===== src/rtl/ext_ram_loader_pkg.sv =====
// Shared types and defaults for the external-RAM LLR frame loader.
package ext_ram_loader_pkg;

  localparam int unsigned DEFAULT_FRAME_LEN = 256;

  typedef enum logic [1:0] {
    LOAD  = 2'd0,
    FULL  = 2'd1,
    DRAIN = 2'd2
  } state_t;

endpackage


===== src/rtl/ext_ram_loader_frame_counter.sv =====
// Modulo-FRAME_LEN counter with enable; last_c flags the final count of a frame.
module frame_counter #(
  parameter int unsigned CNT_WIDTH = 9,
  parameter int unsigned FRAME_LEN = 256
) (
  input  logic                 clk,
  input  logic                 rst,
  input  logic                 en,
  output logic [CNT_WIDTH-1:0] count,
  output logic                 last_c
);

  localparam logic [CNT_WIDTH-1:0] LAST = CNT_WIDTH'(FRAME_LEN - 1);

  assign last_c = (count == LAST);

  always_ff @(posedge clk or posedge rst) begin
    if (rst) begin
      count <= '0;
    end else if (en) begin
      count <= last_c ? '0 : count + CNT_WIDTH'(1);
    end
  end

endmodule


===== src/rtl/ext_ram_loader.sv =====
// Loads one frame of LLR words into an external RAM, then streams it to the decoder.
// Optional build macro LOADER_SATURATE_EN maps the most-negative input code to its symmetric value.
module ext_ram_loader
  import ext_ram_loader_pkg::*;
#(
  parameter int unsigned DATA_WIDTH = 8,
  parameter int unsigned ADDR_WIDTH = 8,
  parameter int unsigned FRAME_LEN  = DEFAULT_FRAME_LEN
) (
  input  logic                  clk,
  input  logic                  rst,
  input  logic [DATA_WIDTH-1:0] in_data,
  input  logic                  in_valid,
  output logic                  in_ready,
  output logic                  frame_full,
  input  logic                  rd_start,
  output logic [DATA_WIDTH-1:0] out_data,
  output logic                  out_valid,
  input  logic                  out_ready,
  output logic [ADDR_WIDTH-1:0] ram_address,
  output logic [DATA_WIDTH-1:0] ram_data_in,
  output logic                  ram_write_en,
  output logic                  ram_chip_sel,
  input  logic [DATA_WIDTH-1:0] ram_data_out
);

  localparam int unsigned CNT_WIDTH = ADDR_WIDTH + 1;

  state_t                  state;
  state_t                  state_next;
  logic   [CNT_WIDTH-1:0]  wr_cnt;
  logic   [CNT_WIDTH-1:0]  rd_cnt;
  logic                    wr_last;
  logic                    rd_last;
  logic                    wr_en;
  logic                    rd_en;
  logic                    rd_done;
  logic   [DATA_WIDTH-1:0] wdata;

`ifdef LOADER_SATURATE_EN
  localparam logic [DATA_WIDTH-1:0] MIN_CODE = {1'b1, {(DATA_WIDTH - 1) {1'b0}}};
  localparam logic [DATA_WIDTH-1:0] SAT_CODE = MIN_CODE | DATA_WIDTH'(1);

  assign wdata = (in_data == MIN_CODE) ? SAT_CODE : in_data;
`else
  assign wdata = in_data;
`endif

  frame_counter #(
    .CNT_WIDTH (CNT_WIDTH),
    .FRAME_LEN (FRAME_LEN)
  ) u_wr_cnt (
    .clk    (clk),
    .rst    (rst),
    .en     (wr_en),
    .count  (wr_cnt),
    .last_c (wr_last)
  );

  frame_counter #(
    .CNT_WIDTH (CNT_WIDTH),
    .FRAME_LEN (FRAME_LEN)
  ) u_rd_cnt (
    .clk    (clk),
    .rst    (rst),
    .en     (rd_en),
    .count  (rd_cnt),
    .last_c (rd_last)
  );

  always_ff @(posedge clk or posedge rst) begin
    if (rst) begin
      state <= LOAD;
    end else begin
      state <= state_next;
    end
  end

  // Next state plus the RAM port, which must follow the handshake in the same cycle.
  always_comb begin
    state_next   = state;
    in_ready     = 1'b0;
    wr_en        = 1'b0;
    rd_en        = 1'b0;
    ram_write_en = 1'b0;
    ram_chip_sel = 1'b0;
    ram_address  = '0;
    ram_data_in  = '0;
    case (state)
      LOAD: begin
        in_ready = !rst;
        if (in_valid && in_ready) begin
          wr_en        = 1'b1;
          ram_write_en = 1'b1;
          ram_chip_sel = 1'b1;
          ram_address  = ADDR_WIDTH'(wr_cnt);
          ram_data_in  = wdata;
          if (wr_last) begin
            state_next = FULL;
          end
        end
      end
      FULL: begin
        if (rd_start) begin
          state_next = DRAIN;
        end
      end
      DRAIN: begin
        if (!rd_done && (!out_valid || out_ready)) begin
          rd_en        = 1'b1;
          ram_chip_sel = 1'b1;
          ram_address  = ADDR_WIDTH'(rd_cnt);
        end
        if (rd_done && out_valid && out_ready) begin
          state_next = LOAD;
        end
      end
      default: begin
        state_next = LOAD;
      end
    endcase
  end

  assign frame_full = (state == FULL);

  // Output register; rd_done marks that every word of the frame has been fetched.
  always_ff @(posedge clk or posedge rst) begin
    if (rst) begin
      out_data  <= '0;
      out_valid <= 1'b0;
      rd_done   <= 1'b0;
    end else begin
      if (rd_en) begin
        out_data  <= ram_data_out;
        out_valid <= 1'b1;
        if (rd_last) begin
          rd_done <= 1'b1;
        end
      end else if (out_ready) begin
        out_valid <= 1'b0;
        if (rd_done && out_valid) begin
          rd_done <= 1'b0;
        end
      end
    end
  end

endmodule


===== config.mk =====
export PLATFORM = sky130hd
export DESIGN_NAME = ext_ram_loader
export DESIGN_NICKNAME = d
export VERILOG_FILES = /design/src/rtl/ext_ram_loader_pkg.sv /design/src/rtl/ext_ram_loader_frame_counter.sv /design/src/rtl/ext_ram_loader.sv
export SDC_FILE = /design/constraint.sdc
export NUM_CORES = 1
export LEC_CHECK = 0
export ABC_AREA = 1
export CORE_UTILIZATION = 44
export CTS_BUF_LIST = sky130_fd_sc_hd__clkbuf_16
export DETAILED_ROUTE_END_ITERATION = 10
export PLACE_DENSITY = 0.87
export SETUP_SLACK_MARGIN = 0.2
export SKIP_CTS_REPAIR_TIMING = 1
export SLEW_MARGIN = 20
export SYNTH_ARGS = -nofsm -noshare
export SYNTH_HDL_FRONTEND = slang
export SYNTH_SLANG_ARGS = --single-unit

===== constraint.sdc =====
create_clock -name clk -period 3.8 [get_ports clk]
set_clock_uncertainty 0.2 [all_clocks]
set_input_delay 0.76 -clock clk [delete_from_list [all_inputs] [get_ports clk]]
set_output_delay 0.76 -clock clk [all_outputs]
set_load 0.005 [all_outputs]

==> results of run 1 <==
sequential cells by signal, indices dropped and copies added (netlist names):
| signal | flops |
|---|---|
| out_data | 8 |
| rd_done | 1 |
| u_rd_cnt.count | 9 |
| out_valid | 1 |
| u_wr_cnt.count | 9 |
| state | 2 |
kinds of logic after synthesis:
| group | Yosys count | share of synthesized area (%) |
|---|---|---|
| AO/OA/AOI/OAI | 14 | 4.74 |
| XOR/XNOR | 5 | 2.59 |
| adder cells (fa/ha/maj) | 2 | 1.48 |
| buffers and inverters | 48 | 11.6 |
| flip-flops | 30 | 44.4 |
| AND/OR/NAND/NOR | 140 | 35.1 |
final timing paths:
kind | startpoint | to | slack (ns)
max reg2reg | state[0]$_DFFE_PP0P_ | u_wr_cnt.count[5]$_DFFE_PP0P_ | 2.07
min reg2reg | out_data[6]$_DFFE_PP0P_ | out_data[6]$_DFFE_PP0P_ | 0.29
min | out_data[6]$_DFFE_PP0P_ | out_data[6]$_DFFE_PP0P_ | 0.29
min in group asynchronous | rst | u_wr_cnt.count[0]$_DFFE_PP0P_ | 0.76
max in group asynchronous | rst | u_wr_cnt.count[5]$_DFFE_PP0P_ | 2.36
max | in_valid | ram_address[6] | 0.31
power breakdown:
| group | switching (mW) | internal (mW) | leakage [nW] |
|---|---|---|---|
| registers | 0.0302 | 0.346 | 0.384 |
| logic | 0.0739 | 0.0751 | 0.806 |
| clock network | 0.129 | 0.302 | 0.0773 |
layout make-up:
| class | count | area [µm²] |
|---|---|---|
| repair buffers | 55 | 536 |
| clock buffers | 5 | 125 |
| clock inverters | 2 | 33.8 |
| fillers | 305 | 1260 |
| inverters | 41 | 154 |
| multi-input cells | 161 | 742 |
| well taps | 48 | 60.1 |
| flip-flops and latches | 30 | 751 |
worst max-delay path, stage by stage:
cell and delay [ns]:
clkdlybuf4s50_1 0.48, inv_1 0.04, nor2_1 0.07, nand2_1 0.24
buf_4 0.26, o22ai_1 0.15, clkdlybuf4s50_1 0.52
metrics by stage:
stage / worst slack, ns / util (%) / hold WS, ns
after floorplan: 1.48 / - / 0.272
after global placement: 0.351 / 61.2 / 0.267
after detailed placement: 0.317 / 61.2 / 0.268
after CTS: 0.316 / 65.6 / 0.289
after global routing: 0.202 / 65.6 / 0.329
final: 0.311 / 65.6 / 0.288
metal layers:
metal | global-route usage, % | up-vias
met5 | 0 | -
met4 | 6.82 | 0
met3 | 5.89 | 6
met2 | 37.9 | 51
met1 | 25.8 | 738
li1 | - | 835
layout by cell type, fill, tap and decap left out:
| master | n |
|---|---|
| nand3_2 | 1 |
| clkdlybuf4s50_1 | 49 |
| bufinv_16 | 1 |
| clkbuf_16 | 5 |
| nor3_1 | 1 |
| a22o_1 | 1 |
| nand2_1 | 84 |
| nor2_4 | 2 |
| nor2_2 | 3 |
| and2_1 | 1 |
| o21ai_0 | 2 |
| xor2_1 | 5 |
| clkinv_1 | 1 |
| inv_1 | 39 |
| buf_4 | 6 |
| a21oi_1 | 6 |
| nor2_1 | 27 |
| nand3_1 | 18 |
| ha_1 | 2 |
| dfrtp_1 | 30 |
| o22ai_1 | 5 |
| nor3b_1 | 1 |
| nor3_2 | 1 |
| inv_2 | 2 |
| nor4_1 | 1 |
==> flow_summary.json, run 1 <==
{
  "status": "finished clean",
  "synth.cell_area_um2": 1690,
  "setup_viol": 0,
  "syn_to_final_growth_pct": 42.1,
  "die_h_um": 64.0,
  "crit_required_ns": 2.84,
  "hpwl_um": 2930,
  "row_count": 22,
  "yosysTopAreaCell": "dfrtp_1",
  "synth_seq_cells": 30,
  "syn_inst": 239,
  "ys.flop_type": "dfrtp_1",
  "yosysMostFrequentCell": "nand2_1",
  "top_layer": "met4",
  "final.period_utilization_pct": 91.8,
  "synth_nets": 262,
  "dpl_cell_area_um2": 2240,
  "p_leak_nw": 1.27,
  "firstDrtPassIters": 4,
  "finalSetupTns_ns": 0,
  "postRouteAntennaNets": 0,
  "synthTopCellsByCount": "84 x nand2_1, 39 x inv_1, 30 x dfrtp_1",
  "grt-ovfl-total": 0,
  "yosys_warnings": 0,
  "ios": 50,
  "synth_cell_types": 24,
  "drt_first_iter_violations": 130,
  "gp_congestion": 0.864,
  "grt.total_usage_pct": 21.7,
  "post_drt_wl_per_cell_um": 11.4,
  "core_area_um2": 3660,
  "vias_per_cell": 4.77,
  "synth.area.top_cells": "dfrtp_1 44%, nand2_1 19%, inv_1 8.7%, nor2_1 6.0%, nand3_1 5.3%",
  "cts-buffers-inserted": 5,
  "wirelength_met1_um": 1670,
  "clk_latency_ns": 0.27,
  "initial_utilization_pct": 46.1,
  "dr_wl_met2_um": 2030,
  "cp.arrival_ns": 2.53,
  "ys_seq_area_share_pct": 44.4,
  "die_w_um": 64.0,
  "syn_avg_cell_area_um2": 7.07,
  "antenna_found_initial": 0,
  "critPathMaxFanout": 12,
  "maxCapViolCount": 0,
  "dieArea_um2": 4090,
  "hold_viol_final": 0,
  "grt_pass1_wl_um": 6780,
  "rsz0062_at_grt": "false",
  "fin_area_um2": 2400,
  "drive_above_1_share_pct": 7.14,
  "cts_buffer_depth": 2,
  "place_inst": 335,
  "num_antenna_cells": 0,
  "r2r_cells": 7,
  "slew_viol_final": 0,
  "wl_um": 3900,
  "fin_nets": 317,
  "relSlewSlack_pct": 74.1,
  "timing.fmax_mhz": 287,
  "drc": 0,
  "yosys.area.top_type_share_pct": 44.4,
  "finalPower_uw": 956,
  "grt_max_degree": 31,
  "via_count": 1630,
  "setup.worst_path.start_class": "input port",
  "grt_pass1_vias": 1581,
  "hold_depth": 2,
  "async_flop_share_pct": 100,
  "peakVddDrop_uv": 192,
  "fin_crit_ns": 3.49,
  "cts_tree": "done",
  "htree_levels": 2,
  "wl_met3_um": 179,
  "cts_sinks": 30,
  "instances_no_fill": 342,
  "io_buffers": 49,
  "hold_class": "flip-flop to flip-flop",
  "path_class": "input port to primary output",
  "clockRootBuffer": "clkbuf_16",
  "power.density_nw_per_um2": 398,
  "clk_pin_slew_ns": 0.05,
  "synth_edf_count": 0,
  "worst_slew_pin_slew_ns": 0.388,
  "crit_path_end_kind": "primary output"
}
(Power assumes the default switching activity.)
==> inputs of run 2 (changes only) <==
--- a/config.mk
+++ b/config.mk
@@ -12,7 +12,7 @@
 export PLACE_DENSITY = 0.87
 export SETUP_SLACK_MARGIN = 0.2
 export SKIP_CTS_REPAIR_TIMING = 1
-export SLEW_MARGIN = 20
+export SLEW_MARGIN = 5
 export SYNTH_ARGS = -nofsm -noshare
 export SYNTH_HDL_FRONTEND = slang
 export SYNTH_SLANG_ARGS = --single-unit
==> results of run 2 <==
No change in the layout: final DEF, timing and power equal those of run 1.
==> inputs of run 3 (changes only) <==
--- a/config.mk
+++ b/config.mk
@@ -10,7 +10,7 @@
 export CTS_BUF_LIST = sky130_fd_sc_hd__clkbuf_16
 export DETAILED_ROUTE_END_ITERATION = 10
 export PLACE_DENSITY = 0.87
-export SETUP_SLACK_MARGIN = 0.2
+export SETUP_SLACK_MARGIN = 0.4
 export SKIP_CTS_REPAIR_TIMING = 1
 export SLEW_MARGIN = 5
 export SYNTH_ARGS = -nofsm -noshare
==> constraint.sdc (replaced) <==
create_clock -name clk -period 3.8 [get_ports clk]
set_clock_uncertainty 0.2 [all_clocks]
set_input_delay 0.76 -clock clk [delete_from_list [all_inputs] [get_ports clk]]
set_output_delay 0.76 -clock clk [all_outputs]
set_load 0.1 [all_outputs]
==> flow_summary.json, run 3 (synthesis gave the netlist of run 1 again) <==
{
  "switching_share_pct": 33.6,
  "grt-ovfl-total": 0,
  "comb_power_share_pct": 27.1,
  "setup.worst_path.start_class": "input port",
  "cts-buffers-inserted": 5,
  "p_sw_uw": 347,
  "crit_start": "in_valid",
  "postRouteAntennaNets": 0,
  "fin_area_um2": 2560,
  "num_antenna_cells": 0,
  "clk_pin_slew_ns": 0.05,
  "layout_common_cells": "84 x nand2_1, 39 x inv_1, 30 x dfrtp_1",
  "antenna_found_initial": 0,
  "use_met3_pct": 8.21,
  "seq_power_share_pct": 36.3,
  "use_met1_pct": 25.8,
  "initial_utilization_pct": 46.1,
  "fin_crit_ns": 3.23,
  "crit_path_end_kind": "primary output",
  "power_frac_clock_pct": 36.7,
  "vias_per_cell": 4.85,
  "critPathMaxFanout": 11,
  "peakVddDrop_uv": 331,
  "cts_buffer_depth": 2,
  "hpwl_um": 3050,
  "clockRootBuffer": "clkbuf_16",
  "dieArea_um2": 4090,
  "layout_commonest_cell": "nand2_1",
  "firstDrtPassIters": 7,
  "drt_first_iter_violations": 110,
  "setup_viol": 0,
  "io_buffers": 49,
  "ios": 50,
  "cts_sinks": 30,
  "grt_use_met2_pct": 41.0,
  "cp.arrival_ns": 2.27,
  "syn_to_final_growth_pct": 51.5,
  "cts_tree": "done",
  "fin_nets": 317,
  "timing.fmax_mhz": 310,
  "htree_levels": 2,
  "hp-start": "out_data[0]$_DFFE_PP0P_",
  "path_class": "input port to primary output",
  "holdWs_ns": 0.279,
  "status": "complete, but fails checks",
  "grt_max_degree": 32,
  "drive_above_1_share_pct": 14.2,
  "clk_latency_ns": 0.28,
  "finalSetupTns_ns": 0,
  "core_area_um2": 3660,
  "post_drt_wl_per_cell_um": 11.7,
  "gr-max-usage-layer": "met2",
  "die_w_um": 64.0,
  "p_leak_nw": 1.35,
  "die_h_um": 64.0,
  "relSlewSlack_pct": 34.9,
  "hold_class": "flip-flop to flip-flop",
  "violations": "DRC",
  "dpl_cell_area_um2": 2420,
  "intPower_uw": 686,
  "maxCapViolCount": 0,
  "final.period_utilization_pct": 84.9,
  "reg_top3": "u_rd_cnt.count (9), u_wr_cnt.count (9), out_data (8)",
  "wl_um": 4020,
  "worst_slew_pin_slew_ns": 0.973,
  "r2r-start": "state[0]$_DFFE_PP0P_",
  "row_count": 22,
  "grt_pass1_wl_um": 7240,
  "grt.total_usage_pct": 23.5,
  "crit_required_ns": 2.84,
  "nFillCells": 269,
  "gp_congestion": 0.878,
  "hold_viol_final": 0,
  "power.density_nw_per_um2": 404,
  "grt_pass1_vias": 1711,
  "via_count": 1665,
  "drc": 1,
  "rsz0062_at_grt": "false",
  "slew_viol_final": 0
}
==> run 3: changes by cell type in the layout (fill, tap and decap cells not counted), sizes merged <==
| cell | change |
|---|---|
| buf | +20 |
| bufinv | -1 |
| clkdlybuf4s50 | -20 |
| clkinv | +1 |
| clkinvlp | +1 |
==> run 3: per-stage QoR <==
stage	worst slack [ns]	instances	total power [mW]	utilization, %
2_1_floorplan	0.0453	239	0.551	-
3_3_place_gp	0.607	335	0.653	66.0
3_5_place_dp	0.582	335	0.660	66.0
4_1_cts	0.576	343	1.04	69.9
5_1_grt	0.439	343	1.08	69.9
6_report	0.574	343	1.03	69.9
==> run 3: power by group through the flow <==
stage / registers, mW / logic, mW / clock network [mW]
after floorplan: 0.371 / 0.180 / 0
after global placement: 0.378 / 0.275 / 0
after detailed placement: 0.380 / 0.280 / 0
after CTS: 0.374 / 0.281 / 0.387
after global routing: 0.378 / 0.300 / 0.404
final: 0.375 / 0.280 / 0.379
==> run 3: path summary, 6_finish.rpt <==
path                                                 endpoint  slack, ns  cells after the start
worst max-delay path                           ram_address[1]       0.57                      9
worst min-delay path                  out_data[0]$_DFFE_PP0P_       0.28                      2
worst max register to register  u_wr_cnt.count[5]$_DFFE_PP0P_       2.10                      8
worst min register to register        out_data[0]$_DFFE_PP0P_       0.28                      2
max in group asynchronous       u_rd_cnt.count[8]$_DFFE_PP0P_       2.39                      3
min in group asynchronous       u_rd_cnt.count[7]$_DFFE_PP0P_       0.73                      3
==> run 3: cell type report <==
type | instances | area, µm² | share of cell area [%]
Sequential cell | 30 | 751 | 29.3
Multi-Input combinational cell | 161 | 742 | 29.0
Timing Repair Buffer | 55 | 711 | 27.8
Inverter | 41 | 154 | 6.01
Clock buffer | 5 | 125 | 4.89
Tap cell | 48 | 60.1 | 2.35
Clock inverter | 3 | 16.3 | 0.636
==> run 3: metal layers <==
metal,share of wire [%],vias up
met1,41,786
met3,3.8,11
met4,2.0,0
li1,-,833
met5,0,-
met2,53,35
==> run 3: critical path, cell delays in order <==
cell             delay (ns)
clkdlybuf4s50_1        0.48
inv_1                  0.04
nor2_1                 0.08
nand2_1                0.22
inv_1                  0.13
buf_4                  0.19
nand2_1                0.07
nand2_1                0.11
buf_12                 0.18
